File: config.mk
export PLATFORM = sky130hd
export DESIGN_NAME = mem_arbiter_flat
export DESIGN_NICKNAME = d
export VERILOG_FILES = /design/src/rtl/mem_arbiter_if.sv /design/src/rtl/mem_arbiter.sv /design/src/flat_wrapper.sv
export SDC_FILE = /design/constraint.sdc
export NUM_CORES = 1
export LEC_CHECK = 0
export BUFFER_PORTS_ARGS = -buffer_cell sky130_fd_sc_hd__buf_2
export CORE_AREA = 2 2 123 125
export DETAILED_ROUTE_END_ITERATION = 10
export DIE_AREA = 0 0 125 127
export GPL_ROUTABILITY_DRIVEN = 0
export PLACE_DENSITY = 0.53
export RECOVER_POWER = 50
export SKIP_LAST_GASP = 1
export SLEW_MARGIN = 30
export SYNTH_ARGS = -nofsm -noshare
export SYNTH_HDL_FRONTEND = slang
export SYNTH_SLANG_ARGS = --single-unit
File: constraint.sdc
create_clock -name clk -period 4.14 [get_ports clk]
set_input_delay 0.207 -clock clk [delete_from_list [all_inputs] [get_ports clk]]
set_output_delay 0.207 -clock clk [all_outputs]
set_load 0.005 [all_outputs]
File: src/rtl/mem_arbiter_if.sv
// Native PicoRV32-style memory bus (valid/ready handshake) between one requester and one responder.
interface mem_arbiter_if;
  logic        valid;
  logic        instr;
  logic [31:0] addr;
  logic [31:0] wdata;
  logic [3:0]  wstrb;
  logic        ready;
  logic [31:0] rdata;

  modport master (
    output valid, instr, addr, wdata, wstrb,
    input  ready, rdata
  );

  modport slave (
    input  valid, instr, addr, wdata, wstrb,
    output ready, rdata
  );
endinterface

File: src/rtl/mem_arbiter.sv
// Two-port arbiter onto one PicoRV32-native memory slave; port 0 = CPU, port 1 = loader/DMA.
// Optional stuck-slave timeout enabled by defining MEM_ARB_TIMEOUT_EN.
module mem_arbiter #(
  parameter int unsigned FIXED_PRIO     = 0,
  parameter int unsigned TIMEOUT_CYCLES = 255
) (
  input  logic          clk,
  input  logic          reset,
  mem_arbiter_if.slave  m0,
  mem_arbiter_if.slave  m1,
  mem_arbiter_if.master mem,
  output logic [1:0]    grant,
  output logic          timeout
);

  typedef enum logic [1:0] {StIdle, StGnt0, StGnt1} state_e;

  state_e state_q, state_d;
  logic   last_q, last_d;  // 1: port 1 was served last
  logic   own0, own1, own_valid, fire, done;

  if (TIMEOUT_CYCLES == 0 || TIMEOUT_CYCLES > 65535) begin : g_bad_timeout
    $error("mem_arbiter: TIMEOUT_CYCLES must be in 1..65535");
  end

  assign own0      = (state_q == StGnt0);
  assign own1      = (state_q == StGnt1);
  assign own_valid = (own0 & m0.valid) | (own1 & m1.valid);
  assign grant     = {own1, own0};

  // Owner's request is forwarded combinationally; a dropped owner valid drops mem.valid at once.
  always_comb begin
    mem.valid = own_valid & ~fire;
    mem.instr = 1'b0;
    mem.addr  = '0;
    mem.wdata = '0;
    mem.wstrb = '0;
    if (own0) begin
      mem.instr = m0.instr;
      mem.addr  = m0.addr;
      mem.wdata = m0.wdata;
      mem.wstrb = m0.wstrb;
    end else if (own1) begin
      mem.instr = m1.instr;
      mem.addr  = m1.addr;
      mem.wdata = m1.wdata;
      mem.wstrb = m1.wstrb;
    end
  end

  assign done     = (mem.ready & mem.valid) | fire;
  assign m0.ready = own0 & done;
  assign m1.ready = own1 & done;
  assign m0.rdata = (own0 & fire) ? 32'hDEAD_BEEF : mem.rdata;
  assign m1.rdata = (own1 & fire) ? 32'hDEAD_BEEF : mem.rdata;

  always_comb begin
    state_d = state_q;
    last_d  = last_q;
    unique case (state_q)
      StIdle: begin
        if (m0.valid && m1.valid) begin
          state_d = (FIXED_PRIO != 0 || last_q) ? StGnt0 : StGnt1;
        end else if (m0.valid) begin
          state_d = StGnt0;
        end else if (m1.valid) begin
          state_d = StGnt1;
        end
      end
      StGnt0, StGnt1: begin
        if (!own_valid) begin
          state_d = StIdle;
        end else if (done) begin
          state_d = StIdle;
          last_d  = own1;
        end
      end
      default: state_d = StIdle;
    endcase
  end

  always_ff @(posedge clk) begin
    if (reset) begin
      state_q <= StIdle;
      last_q  <= 1'b1;
    end else begin
      state_q <= state_d;
      last_q  <= last_d;
    end
  end

`ifdef MEM_ARB_TIMEOUT_EN
  localparam logic [15:0] TimeoutCnt = 16'(TIMEOUT_CYCLES);

  logic [15:0] cnt_q, cnt_d;
  logic        arm_q, arm_d, stall;

  // arm_q marks that the count hit the limit last cycle; expiry fires one cycle later.
  assign stall   = own_valid & ~mem.ready;
  assign fire    = arm_q & stall;
  assign timeout = fire;

  always_comb begin
    cnt_d = '0;
    arm_d = 1'b0;
    if (stall && !fire) begin
      cnt_d = cnt_q + 16'd1;
      arm_d = (cnt_q == TimeoutCnt);
    end
  end

  always_ff @(posedge clk) begin
    if (reset) begin
      cnt_q <= '0;
      arm_q <= 1'b0;
    end else begin
      cnt_q <= cnt_d;
      arm_q <= arm_d;
    end
  end
`else
  assign fire    = 1'b0;
  assign timeout = 1'b0;
`endif

endmodule
File: src/flat_wrapper.sv
// flat-port wrapper written by rule: the top's interface ports become plain ports
module mem_arbiter_flat 
#(
  parameter int unsigned FIXED_PRIO     = 0,
  parameter int unsigned TIMEOUT_CYCLES = 255
)
  (clk, reset, grant, timeout, m0_valid, m0_instr, m0_addr, m0_wdata, m0_wstrb, m0_ready, m0_rdata, m1_valid, m1_instr, m1_addr, m1_wdata, m1_wstrb, m1_ready, m1_rdata, mem_valid, mem_instr, mem_addr, mem_wdata, mem_wstrb, mem_ready, mem_rdata);
  mem_arbiter_if m0_i ();
  mem_arbiter_if m1_i ();
  mem_arbiter_if mem_i ();
  input  logic clk;
  input  logic reset;
  output logic [1:0] grant;
  output logic timeout;
  input wire logic [$bits(m0_i.valid)-1:0] m0_valid;
  input wire logic [$bits(m0_i.instr)-1:0] m0_instr;
  input wire logic [$bits(m0_i.addr)-1:0] m0_addr;
  input wire logic [$bits(m0_i.wdata)-1:0] m0_wdata;
  input wire logic [$bits(m0_i.wstrb)-1:0] m0_wstrb;
  output wire logic [$bits(m0_i.ready)-1:0] m0_ready;
  output wire logic [$bits(m0_i.rdata)-1:0] m0_rdata;
  input wire logic [$bits(m1_i.valid)-1:0] m1_valid;
  input wire logic [$bits(m1_i.instr)-1:0] m1_instr;
  input wire logic [$bits(m1_i.addr)-1:0] m1_addr;
  input wire logic [$bits(m1_i.wdata)-1:0] m1_wdata;
  input wire logic [$bits(m1_i.wstrb)-1:0] m1_wstrb;
  output wire logic [$bits(m1_i.ready)-1:0] m1_ready;
  output wire logic [$bits(m1_i.rdata)-1:0] m1_rdata;
  output wire logic [$bits(mem_i.valid)-1:0] mem_valid;
  output wire logic [$bits(mem_i.instr)-1:0] mem_instr;
  output wire logic [$bits(mem_i.addr)-1:0] mem_addr;
  output wire logic [$bits(mem_i.wdata)-1:0] mem_wdata;
  output wire logic [$bits(mem_i.wstrb)-1:0] mem_wstrb;
  input wire logic [$bits(mem_i.ready)-1:0] mem_ready;
  input wire logic [$bits(mem_i.rdata)-1:0] mem_rdata;
  assign m0_i.valid = m0_valid;
  assign m0_i.instr = m0_instr;
  assign m0_i.addr = m0_addr;
  assign m0_i.wdata = m0_wdata;
  assign m0_i.wstrb = m0_wstrb;
  assign m0_ready = m0_i.ready;
  assign m0_rdata = m0_i.rdata;
  assign m1_i.valid = m1_valid;
  assign m1_i.instr = m1_instr;
  assign m1_i.addr = m1_addr;
  assign m1_i.wdata = m1_wdata;
  assign m1_i.wstrb = m1_wstrb;
  assign m1_ready = m1_i.ready;
  assign m1_rdata = m1_i.rdata;
  assign mem_valid = mem_i.valid;
  assign mem_instr = mem_i.instr;
  assign mem_addr = mem_i.addr;
  assign mem_wdata = mem_i.wdata;
  assign mem_wstrb = mem_i.wstrb;
  assign mem_i.ready = mem_ready;
  assign mem_i.rdata = mem_rdata;
  mem_arbiter #(.FIXED_PRIO(FIXED_PRIO), .TIMEOUT_CYCLES(TIMEOUT_CYCLES)) u_core (.clk(clk), .reset(reset), .m0(m0_i), .m1(m1_i), .mem(mem_i), .grant(grant), .timeout(timeout));
endmodule
# Word-level counts from Yosys, hierarchy flattened
# Cells that the tools add are included.
# word_totals
in_bits	175
reg_bits	3
output_inout_bits	139
elab_cells	32
# classes
n_reduce_logical	5
n_mux	15
n_bitwise	6
n_eq_ne	4
# op_table
operator	n
$mux 32	4
$mux 2	6
$mux 4	2
$and 1x1->1	5
$ne 4x3->1 const B	1
$pmux 2 s2	1
$ne 3x3->1 const B	1
$reduce_and 3->1	1
$eq 2x1->1 const B	1
$eq 2x2->1 const B	1
$logic_not 2->1	1
$mux 1	2
$reduce_and 2->1	1
$reduce_or 2->1	1
$logic_and 1x1->1	1
$or 1x1->1	1

# Depth between registers and ports, before layout
# Gate-level depths: netlist of the first run.
# logic_depth
word_depth	7
mapped_depth	8
depth_no_buf	5

# Worst setup path before layout of the first run
# Ideal clock, no wire load.
# synth_timing
path_type	reg2reg
start	register u_core.state_q[1]
end	register u_core.state_q[1]
n_path_buf	1
synth_period_minus_slack_ns	1.616
path_stages_with_launch	7
t_required_ns	4.019
setup_time_ns	0.121
slack_ns	2.524
t_arrival_ns	1.495
path_cell_list	dfxtp_1 -> inv_1 -> ha_1 -> buf_6 -> a22o_4 -> a32oi_4 -> mux2_4
# synth_via
elab_chain_cells	6
word_cells_on_any_way	13
cone_classes	4 x eq/ne; 2 x mux; 4 x bitwise; 3 x reduce/logical
# synth_rtl
item	line_no	text
start, declared	mem_arbiter.sv:18	state_e state_q, state_d;
start signal, assigned	mem_arbiter.sv:84	state_q <= StIdle;
start signal, assigned	mem_arbiter.sv:87	state_q <= state_d;
$eq 2x1->1 *	mem_arbiter.sv:26	assign own0 = (state_q == StGnt0);
via u_core.own0	mem_arbiter.sv:20	logic own0, own1, own_valid, fire, done;
$and 1x1->1 *	mem_arbiter.sv:28	assign own_valid = (own0 & m0.valid) | (own1 & m1.valid);
$or 1x1->1 *	mem_arbiter.sv:28	
via mem_valid	flat_wrapper.sv:29	output wire logic [$bits(mem_i.valid)-1:0] mem_valid;
$and 1x1->1	mem_arbiter.sv:51	assign done = (mem.ready & mem.valid) | fire;
$ne 3x3->1 (no line)	--	
$reduce_and 2->1 (no line)	--	
# Mark *: on every way through the listed nets, which the timed path passes. The rest lies on a longest branch.
# A chain may end at the register's enable or synchronous reset.

# Worst setup path after layout of the first run
# layout_timing
start	register u_core.state_q[1]
end	output m0_ready
# layout_via
elab_chain_cells	5
word_cells_on_any_way	7
cone_classes	2 x eq/ne; 5 x bitwise
# layout_rtl
item	line_no	text
$eq 2x1->1 or $eq 2x2->1 (tied branches)	mem_arbiter.sv:26, mem_arbiter.sv:27	
$and 1x1->1	mem_arbiter.sv:28	
$or 1x1->1	mem_arbiter.sv:28	
$and 1x1->1	mem_arbiter.sv:51	
$and 1x1->1 *	mem_arbiter.sv:52	assign m0.ready = own0 & done;
end, declared	flat_wrapper.sv:20	output wire logic [$bits(m0_i.ready)-1:0] m0_ready;
# Mark *: on every way between the ends. The rest lies on a longest branch, timed or not.

==> impl_metrics.json, run 1 <==
{
  "viasPerCell": 3.61,
  "timing.critical_path.cells": "inv_1 > ha_1 > clkbuf_2 > a22o_1 > and3_1 > buf_2",
  "drc": 0,
  "design_area_um2": 2270,
  "pre_cts_slack_ps": 1910,
  "cpPeakStageDelay_ps": 1090,
  "clkPwrFrac_pct": 32.5,
  "syn_area_per_cell_um2": 8.11,
  "syn-instance-count": 179,
  "synthTopCellsByArea": "a22o_1, buf_4, dfxtp_1, ha_1, buf_2",
  "wl_met1_um": 2950,
  "fin_skew_ps": 3.45,
  "crit_family": "buffers and inverters",
  "cp.arrival_ps": 2660,
  "post_cts_buffers": 0,
  "crit_fanout": 72,
  "ys_warn_count": 0,
  "highest_layer": "met4",
  "relSlewSlack_pct": 3.44,
  "end_kind": "primary output",
  "cts_resized": 0,
  "p_leak_nw": 1.34,
  "cap_violations": 0,
  "grt_pass1_vias": 1619,
  "root_buffer": "clkbuf_16",
  "finalMaxSlewViolations": 0,
  "dr_wl_met3_um": 566,
  "yosys.area.top_type": "a22o_1",
  "drt_iter0_markers": 102,
  "tns_ps": 0,
  "cts_buffer_depth": 2,
  "hpwl_um": 5510,
  "synth_top_family_by_area": "compound AO/OA/AOI/OAI gates",
  "antenna_found_initial": 0,
  "final_nets": 497,
  "p_int_w": 0.000316,
  "h-tree-depth": 1,
  "multiInputGateArea_um2": 793,
  "regArea_um2": 60.1,
  "placementRows": 44,
  "vias": 1811,
  "wl_met2_um": 3180,
  "wl_per_cell_um": 13.5,
  "ys_ff_latch": 3,
  "seqPwrFrac_pct": 6.8,
  "clkSinkCount": 3,
  "synthSimpleGateAreaFrac_pct": 3.71,
  "post-route-period-util_pct": 69.2,
  "portBuffers": 216,
  "setup_ws_ps": 1280,
  "cp.required_ps": 3930,
  "chipHeight_um": 127,
  "drive_gt1_share_pct": 70.1,
  "synthXorXnorAreaFrac_pct": 0,
  "start_util_pct": 10.1,
  "grt_setup_unrepaired": "false",
  "hp-class": "in -> reg",
  "clk_pin_slew_ps": 30,
  "criticalPathCategory": "reg -> out",
  "die_area_um2": 15900,
  "area_growth_pct": 56.1,
  "p_per_area_nw_per_um2": 213,
  "async_reset_ff_share_pct": 0,
  "synth_cell_type_count": 21,
  "die_x_um": 125,
  "synth_compound_area_share_pct": 46.5,
  "synth.area.mux_share_pct": 1.72,
  "cts_made_buffers": 3,
  "syn-num-nets": 357,
  "antennaDiodeCount": 0,
  "worstSetupStartpointType": "flip-flop",
  "first_pass_iters": 4,
  "cp_slowest_cell": "clkbuf_2",
  "swShare_pct": 34.6,
  "grt_pass1_wl_um": 9440,
  "dpl_cell_area_um2": 2200,
  "synth_adder_area_share_pct": 2.59,
  "cts_tree": "yes",
  "ys_seq_area_share_pct": 4.14,
  "postRouteAntennaNets": 0,
  "setup_violations": 0,
  "grt_max_degree": 73,
  "p_comb_share_pct": 60.7,
  "hold_viol": 0,
  "fillers": 1670,
  "hold_buffers": 0,
  "run_status": "finished clean",
  "irDropWorstVdd_v": 0.000210,
  "period_minus_slack_ps": 2860,
  "wirelength_um": 6790,
  "path_buf_inv": 3,
  "netSwitchingPower_w": 0.000167,
  "ys_top_cells_by_count": "a22o_1, buf_4, clkbuf_1",
  "overflow": 0,
  "pin_count": 314,
  "tightest_slew_ps": 1450,
  "synth_ff_type": "dfxtp_1",
  "grt_usage_pct": 7.30,
  "total_power_w": 0.000483,
  "yosysTopAreaCellShare_pct": 41.6,
  "core_um2": 14400,
  "syn_area_um2": 1450,
  "clock_latency_ps": 230,
  "timing.fmax_mhz": 349,
  "synth_edf_count": 0
}
state kept, by name, indices dropped and copies added, names as in the netlist:
signal / flops
u_core.state_q: 2
u_core.last_q: 1
final timing paths:
path | from | endpoint | slack [ps] | cells past startpoint
max reg2reg | u_core.state_q[1] | u_core.state_q[1] | 1400 | 6
min reg2reg | u_core.state_q[0] | u_core.state_q[0] | 490 | 2
max | u_core.state_q[1] | m0_ready | 1280 | 6
min | mem_ready | u_core.last_q | 250 | 2
cells by family (layout without fill, tap and decap cells):
group,Yosys count,count (layout)
simple gates,10,10
mux,2,2
other cells,1,1
buf+inv,86,225
flops,3,3
fa+ha+maj,3,3
compound gates,74,74
layout make-up:
cell class                 count  area share (%)
sequential                     3            2.65
tap                          184            10.2
clock buffer                   4            3.48
multi-input combinational     90            35.0
inverter                       3           0.497
timing repair buffer         218            48.2
cells in the final DEF (no fill, tap or decap), drive strengths merged:
cell / instances
a21boi: 1
a22o: 70
a311oi: 1
a32oi: 1
a41oi: 1
and3: 2
buf: 216
clkbuf: 6
conb: 1
dfxtp: 3
ha: 3
inv: 3
mux2: 1
mux2i: 1
nand2b: 2
nand3: 1
nor2: 3
nor2b: 2
layer usage:
layer | global-route usage, % | vias to the layer above
li1 | - | 885
met1 | 9.95 | 803
met2 | 11.7 | 108
met3 | 1.55 | 15
met4 | 1.96 | 0
met5 | 0 | -
per-stage QoR:
stage	hold WS, ps	cells	utilization (%)
2_1_floorplan	338	179	-
3_3_place_gp	414	498	15.3
3_5_place_dp	414	498	15.3
4_1_cts	245	502	15.8
5_1_grt	266	502	15.7
6_report	246	502	15.7
power by group through the flow:
| stage | combinational (W) | clock (W) | sequential, W |
|---|---|---|---|
| floorplan | 0.000192 | 0 | 0.0000329 |
| global placement | 0.000296 | 0 | 0.0000332 |
| detailed placement | 0.000294 | 0 | 0.0000333 |
| CTS | 0.000296 | 0.000159 | 0.0000329 |
| global route | 0.000319 | 0.000160 | 0.0000330 |
| finish | 0.000293 | 0.000157 | 0.0000328 |
Note: power is estimated with default switching activity, not from simulation.
==> inputs of run 2 (changes only) <==
PLACE_DENSITY = 0.54   (was 0.53)
clock period = 2.55 ns   (was 4.14 ns; I/O delays follow)
==> run 2 against run 1 <==
  * Hold slack got worse by 52 ps
  * Power increased by 59%
  * Count of clock-buffer cells in the layout unchanged
  * Global-route usage decreased by 0.21 points
  * Critical endpoint is now mem_addr[26]
  * Largest power group unchanged
  * Highest routed layer unchanged
==> impl_metrics.json, run 2 (same netlist as run 1, synthesis figures left out) <==
{
  "run_status": "finished clean",
  "cts_tree": "yes",
  "tns_ps": 0,
  "grt_setup_unrepaired": "false",
  "post_cts_buffers": 0,
  "rrSetupSlack_ps": 750,
  "wl_per_cell_um": 12.9,
  "p_leak_nw": 1.35,
  "p_per_area_nw_per_um2": 339,
  "fin_skew_ps": 1.20,
  "root_buffer": "clkbuf_16",
  "dp_cells": 498,
  "h-tree-depth": 1,
  "hold_end": "u_core.last_q",
  "grt_pass1_wl_um": 9340,
  "timing.critical_path.cells": "inv_1 > ha_2 > buf_4 > a22o_1 > buf_2",
  "die_area_um2": 15900,
  "fillers": 1650,
  "largest_reg_flops": 2,
  "clock_latency_ps": 220,
  "final_cells": 502,
  "chipHeight_um": 127,
  "layout_common_cells": "buf_2, a22o_1",
  "vias": 1892,
  "r2r_cells": 5,
  "criticalPathCategory": "reg -> out",
  "die_x_um": 125,
  "post-route-period-util_pct": 83.3,
  "cp.required_ps": 2420,
  "drc": 0,
  "worstSetupStartpointType": "flip-flop",
  "irDropWorstVdd_v": 0.000401,
  "portBuffers": 216,
  "setup_violations": 0,
  "cts_buffer_depth": 2,
  "core_um2": 14400,
  "r2r-end": "u_core.state_q[1]",
  "path_buf_inv": 3,
  "first_pass_iters": 4,
  "antenna_found_initial": 0,
  "grt_pass1_vias": 1736,
  "timing.fmax_mhz": 471,
  "clkSinkCount": 3,
  "placementRows": 44,
  "pin_count": 314,
  "cts_resized": 0,
  "reg2reg_from": "u_core.state_q[0]",
  "overflow": 0,
  "hold_buffers": 0,
  "grt_max_degree": 62,
  "hp-class": "in -> reg",
  "viasPerCell": 3.77,
  "crit_family": "buffers and inverters",
  "top_register": "u_core.state_q",
  "cts_made_buffers": 3,
  "holdWs_ps": 194,
  "start_util_pct": 10.1,
  "drt_iter0_markers": 113,
  "cpPeakStageDelay_ps": 570,
  "hold_path.startpoint": "mem_ready",
  "tightest_slew_ps": 628,
  "crit_fanout": 61,
  "cap_violations": 0,
  "antennaDiodeCount": 0,
  "hold_viol": 0,
  "hpwl_um": 5200,
  "top_regs": "u_core.state_q: 2 flops, u_core.last_q: 1 flops",
  "clk_pin_slew_ps": 30,
  "postRouteAntennaNets": 0,
  "end_kind": "primary output",
  "final_nets": 497,
  "multiInputGateArea_um2": 777,
  "period_minus_slack_ps": 2130,
  "pre_cts_slack_ps": 626,
  "grt_usage_pct": 7.09,
  "setup_ws_ps": 425,
  "drive_gt1_share_pct": 70.1,
  "finalMaxSlewViolations": 0,
  "area_growth_pct": 56.0,
  "mostFrequentLayoutCell": "buf_2",
  "hold_path_depth": 2,
  "cp_slowest_cell": "buf_4",
  "wirelength_um": 6460,
  "cp.arrival_ps": 2000,
  "relSlewSlack_pct": 58.2,
  "regArea_um2": 60.1
}
-- run 2: worst register-to-register path, cell delays in order (launching register included) --
cell and delay, ps:
dfxtp_1 360, inv_1 80, ha_1 270, a22o_1 300, a32oi_1 350, mux2_4 330
-- run 2: worst max-delay path by stage --
stage / startpoint / endpoint / slack [ps] / depth (start not counted)
2_1_floorplan: u_core.state_q[1] / u_core.state_q[1] / 930 / 6
3_3_place_gp: u_core.state_q[1] / mem_addr[26] / 630 / 5
3_5_place_dp: u_core.state_q[1] / mem_addr[26] / 630 / 5
4_1_cts: u_core.state_q[1] / mem_addr[26] / 390 / 5
5_1_grt: u_core.state_q[1] / mem_addr[26] / 260 / 5
6_report: u_core.state_q[1] / mem_addr[26] / 420 / 5
-- run 2: routing by layer --
metal  wire, um  GRT usage, %
met1       2700          10.1
met5          0             0
met2       2990          11.2
met4         21          1.31
met3        743          1.38
-- run 2: where the power goes --
| part | switching [W] | total (W) | internal [W] |
|---|---|---|---|
| clock | 0.0000420 | 0.000248 | 0.000206 |
| sequential | 0.00000246 | 0.0000535 | 0.0000510 |
| combinational | 0.000211 | 0.000466 | 0.000255 |
| total | 0.000255 | 0.000768 | 0.000513 |
-- run 2: cell type report --
cell class | count | area share [%]
multi-input combinational | 90 | 34.3
sequential | 3 | 2.65
tap | 184 | 10.2
clock buffer | 4 | 3.48
timing repair buffer | 218 | 48.9
inverter | 3 | 0.497
-- run 2: per-stage QoR --
step	power [W]	cell area, um2	util, %
2_1_floorplan	0.000366	1450	-
3_3_place_gp	0.000536	2210	15.4
3_5_place_dp	0.000533	2210	15.4
4_1_cts	0.000787	2290	15.9
5_1_grt	0.000820	2260	15.7
6_report	0.000768	2260	15.7
==> inputs of run 3 (changes only) <==
CORE_AREA = 2 2 121 123   (was 2 2 123 125)
DIE_AREA = 0 0 123 125   (was 0 0 125 127)
clock period = 1.97 ns   (was 2.55 ns; I/O delays follow)
==> run 3 against run 2 <==
  * Worst setup slack worse by 270 ps
  * Sequential power is 29% higher
  * Core utilization is 0.29 points higher
  * Global-route usage is 0.53 points higher
  * Via count is 3.9% lower
  * Clock power is 32% higher
  * Die area is 3.1% lower
  * Combinational power is 31% higher
  * First-iteration DRC count is 41% lower
  * Non-clock buffer count is 1 higher
  * Routed wire length is 8.0% higher
  * Largest cell class unchanged
  * Highest routed layer unchanged
==> impl_metrics.json, run 3 (same netlist as run 1, synthesis figures left out) <==
{
  "timing.critical_path.cells": "inv_1 > ha_1 > nor2b_4 > buf_12 > a22o_1 > buf_2",
  "dr_wl_met3_um": 892,
  "setup_ws_ps": 153,
  "timing.fmax_mhz": 550,
  "cts_made_buffers": 3,
  "fin_skew_ps": 2.12,
  "irDropWorstVdd_v": 0.000285,
  "placementRows": 44,
  "core_um2": 14200,
  "hp-class": "in -> reg",
  "worstSetupStartpointType": "flip-flop",
  "clock_latency_ps": 230,
  "crit_fanout": 69,
  "area_growth_pct": 56.5,
  "antenna_found_initial": 0,
  "drc": 0,
  "cp_slowest_cell": "dfxtp_1",
  "first_pass_iters": 4,
  "criticalPathCategory": "reg -> out",
  "startpoint": "u_core.state_q[0]",
  "clk_pin_slew_ps": 30,
  "grt_setup_unrepaired": "false",
  "final_nets": 498,
  "grt_pass1_wl_um": 9160,
  "cap_violations": 0,
  "drt_iter0_markers": 67,
  "path_buf_inv": 3,
  "total_power_w": 0.00101,
  "cp.required_ps": 1870,
  "highest_layer": "met4",
  "post_cts_buffers": 0,
  "cpPeakStageDelay_ps": 320,
  "portBuffers": 216,
  "grt_usage_pct": 7.62,
  "grt_max_degree": 70,
  "pin_count": 314,
  "postRouteAntennaNets": 0,
  "top_regs": "u_core.state_q: 2 flops, u_core.last_q: 1 flops",
  "period_minus_slack_ps": 1820,
  "hpwl_um": 5800,
  "reg2reg_from": "u_core.state_q[0]",
  "end_kind": "primary output",
  "wl_met2_um": 3190,
  "die_x_um": 123,
  "finalMaxSlewViolations": 0,
  "pre_cts_slack_ps": 302,
  "chipHeight_um": 125,
  "top_register": "u_core.state_q",
  "grt_pass1_vias": 1676,
  "wirelength_um": 6970,
  "holdWs_ps": 152,
  "hold_buffers": 0,
  "cts_resized": 0,
  "crit_path_end": "mem_wdata[5]",
  "wl_met1_um": 2850,
  "viasPerCell": 3.61,
  "vias": 1818,
  "h-tree-depth": 1,
  "drive_gt1_share_pct": 69.9,
  "die_area_um2": 15400,
  "antennaDiodeCount": 0,
  "r2r_cells": 5,
  "post-route-period-util_pct": 92.2,
  "setup_violations": 0,
  "tns_ps": 0,
  "cts_tree": "yes",
  "cp.arrival_ps": 1720,
  "mostFrequentLayoutCell": "buf_2",
  "p_per_area_nw_per_um2": 443,
  "layout_common_cells": "buf_2, a22o_1",
  "root_buffer": "clkbuf_16",
  "hold_viol": 0,
  "rrSetupSlack_ps": 230,
  "wl_per_cell_um": 13.9,
  "start_util_pct": 10.2,
  "cts_buffer_depth": 2,
  "run_status": "finished clean",
  "r2r-end": "u_core.state_q[1]",
  "crit_family": "buffers and inverters",
  "critical_path_depth": 6,
  "overflow": 0,
  "p_leak_nw": 1.35,
  "clkSinkCount": 3,
  "largest_reg_flops": 2
}
[run 3: worst register-to-register path, delay by kind of cell (launching register included)]
family | cells | cell delay, ps
compound gates | 2 | 630
fa+ha+maj | 1 | 250
flops | 1 | 350
mux | 1 | 330
buf+inv | 1 | 70
[run 3: worst min path at each step]
stage | from | end | slack, ps | depth (start not counted)
4_1_cts | mem_ready | u_core.last_q | 150 | 2
3_5_place_dp | mem_rdata[22] | m1_rdata[22] | 200 | 0
5_1_grt | mem_ready | u_core.last_q | 180 | 2
6_report | mem_ready | u_core.last_q | 150 | 2
2_1_floorplan | mem_ready | u_core.last_q | 230 | 1
3_3_place_gp | mem_rdata[22] | m1_rdata[22] | 200 | 0
[run 3: report_power, final]
group          total [W]  switching, W  internal (W)  leakage [nW]
Combinational   0.000610      0.000277      0.000333          1.28
Sequential     0.0000690    0.00000300     0.0000660        0.0246
Clock           0.000327     0.0000595      0.000267        0.0382
Total            0.00101      0.000340      0.000666          1.35
[run 3: final cells by class]
type / count / area (um2)
inverter: 3 / 11.3
timing repair buffer: 219 / 1110
clock buffer: 4 / 78.8
multi-input combinational: 90 / 777
fill: 1640 / 11900
tap: 184 / 230
sequential: 3 / 60.1
[run 3: through the flow]
| step | cells | util [%] | cell area [um2] |
|---|---|---|---|
| floorplan | 179 | - | 1450 |
| global route | 503 | 16.0 | 2270 |
| finish | 503 | 16.0 | 2270 |
| detailed placement | 499 | 15.6 | 2220 |
| global placement | 499 | 15.6 | 2220 |
| CTS | 503 | 16.2 | 2300 |
[run 3: per-layer routing]
metal | track usage [%] | vias up
met1 | 9.40 | 791
met3 | 2.46 | 4
met2 | 13.0 | 138
li1 | - | 885
met4 | 1.40 | 0
met5 | 0 | -
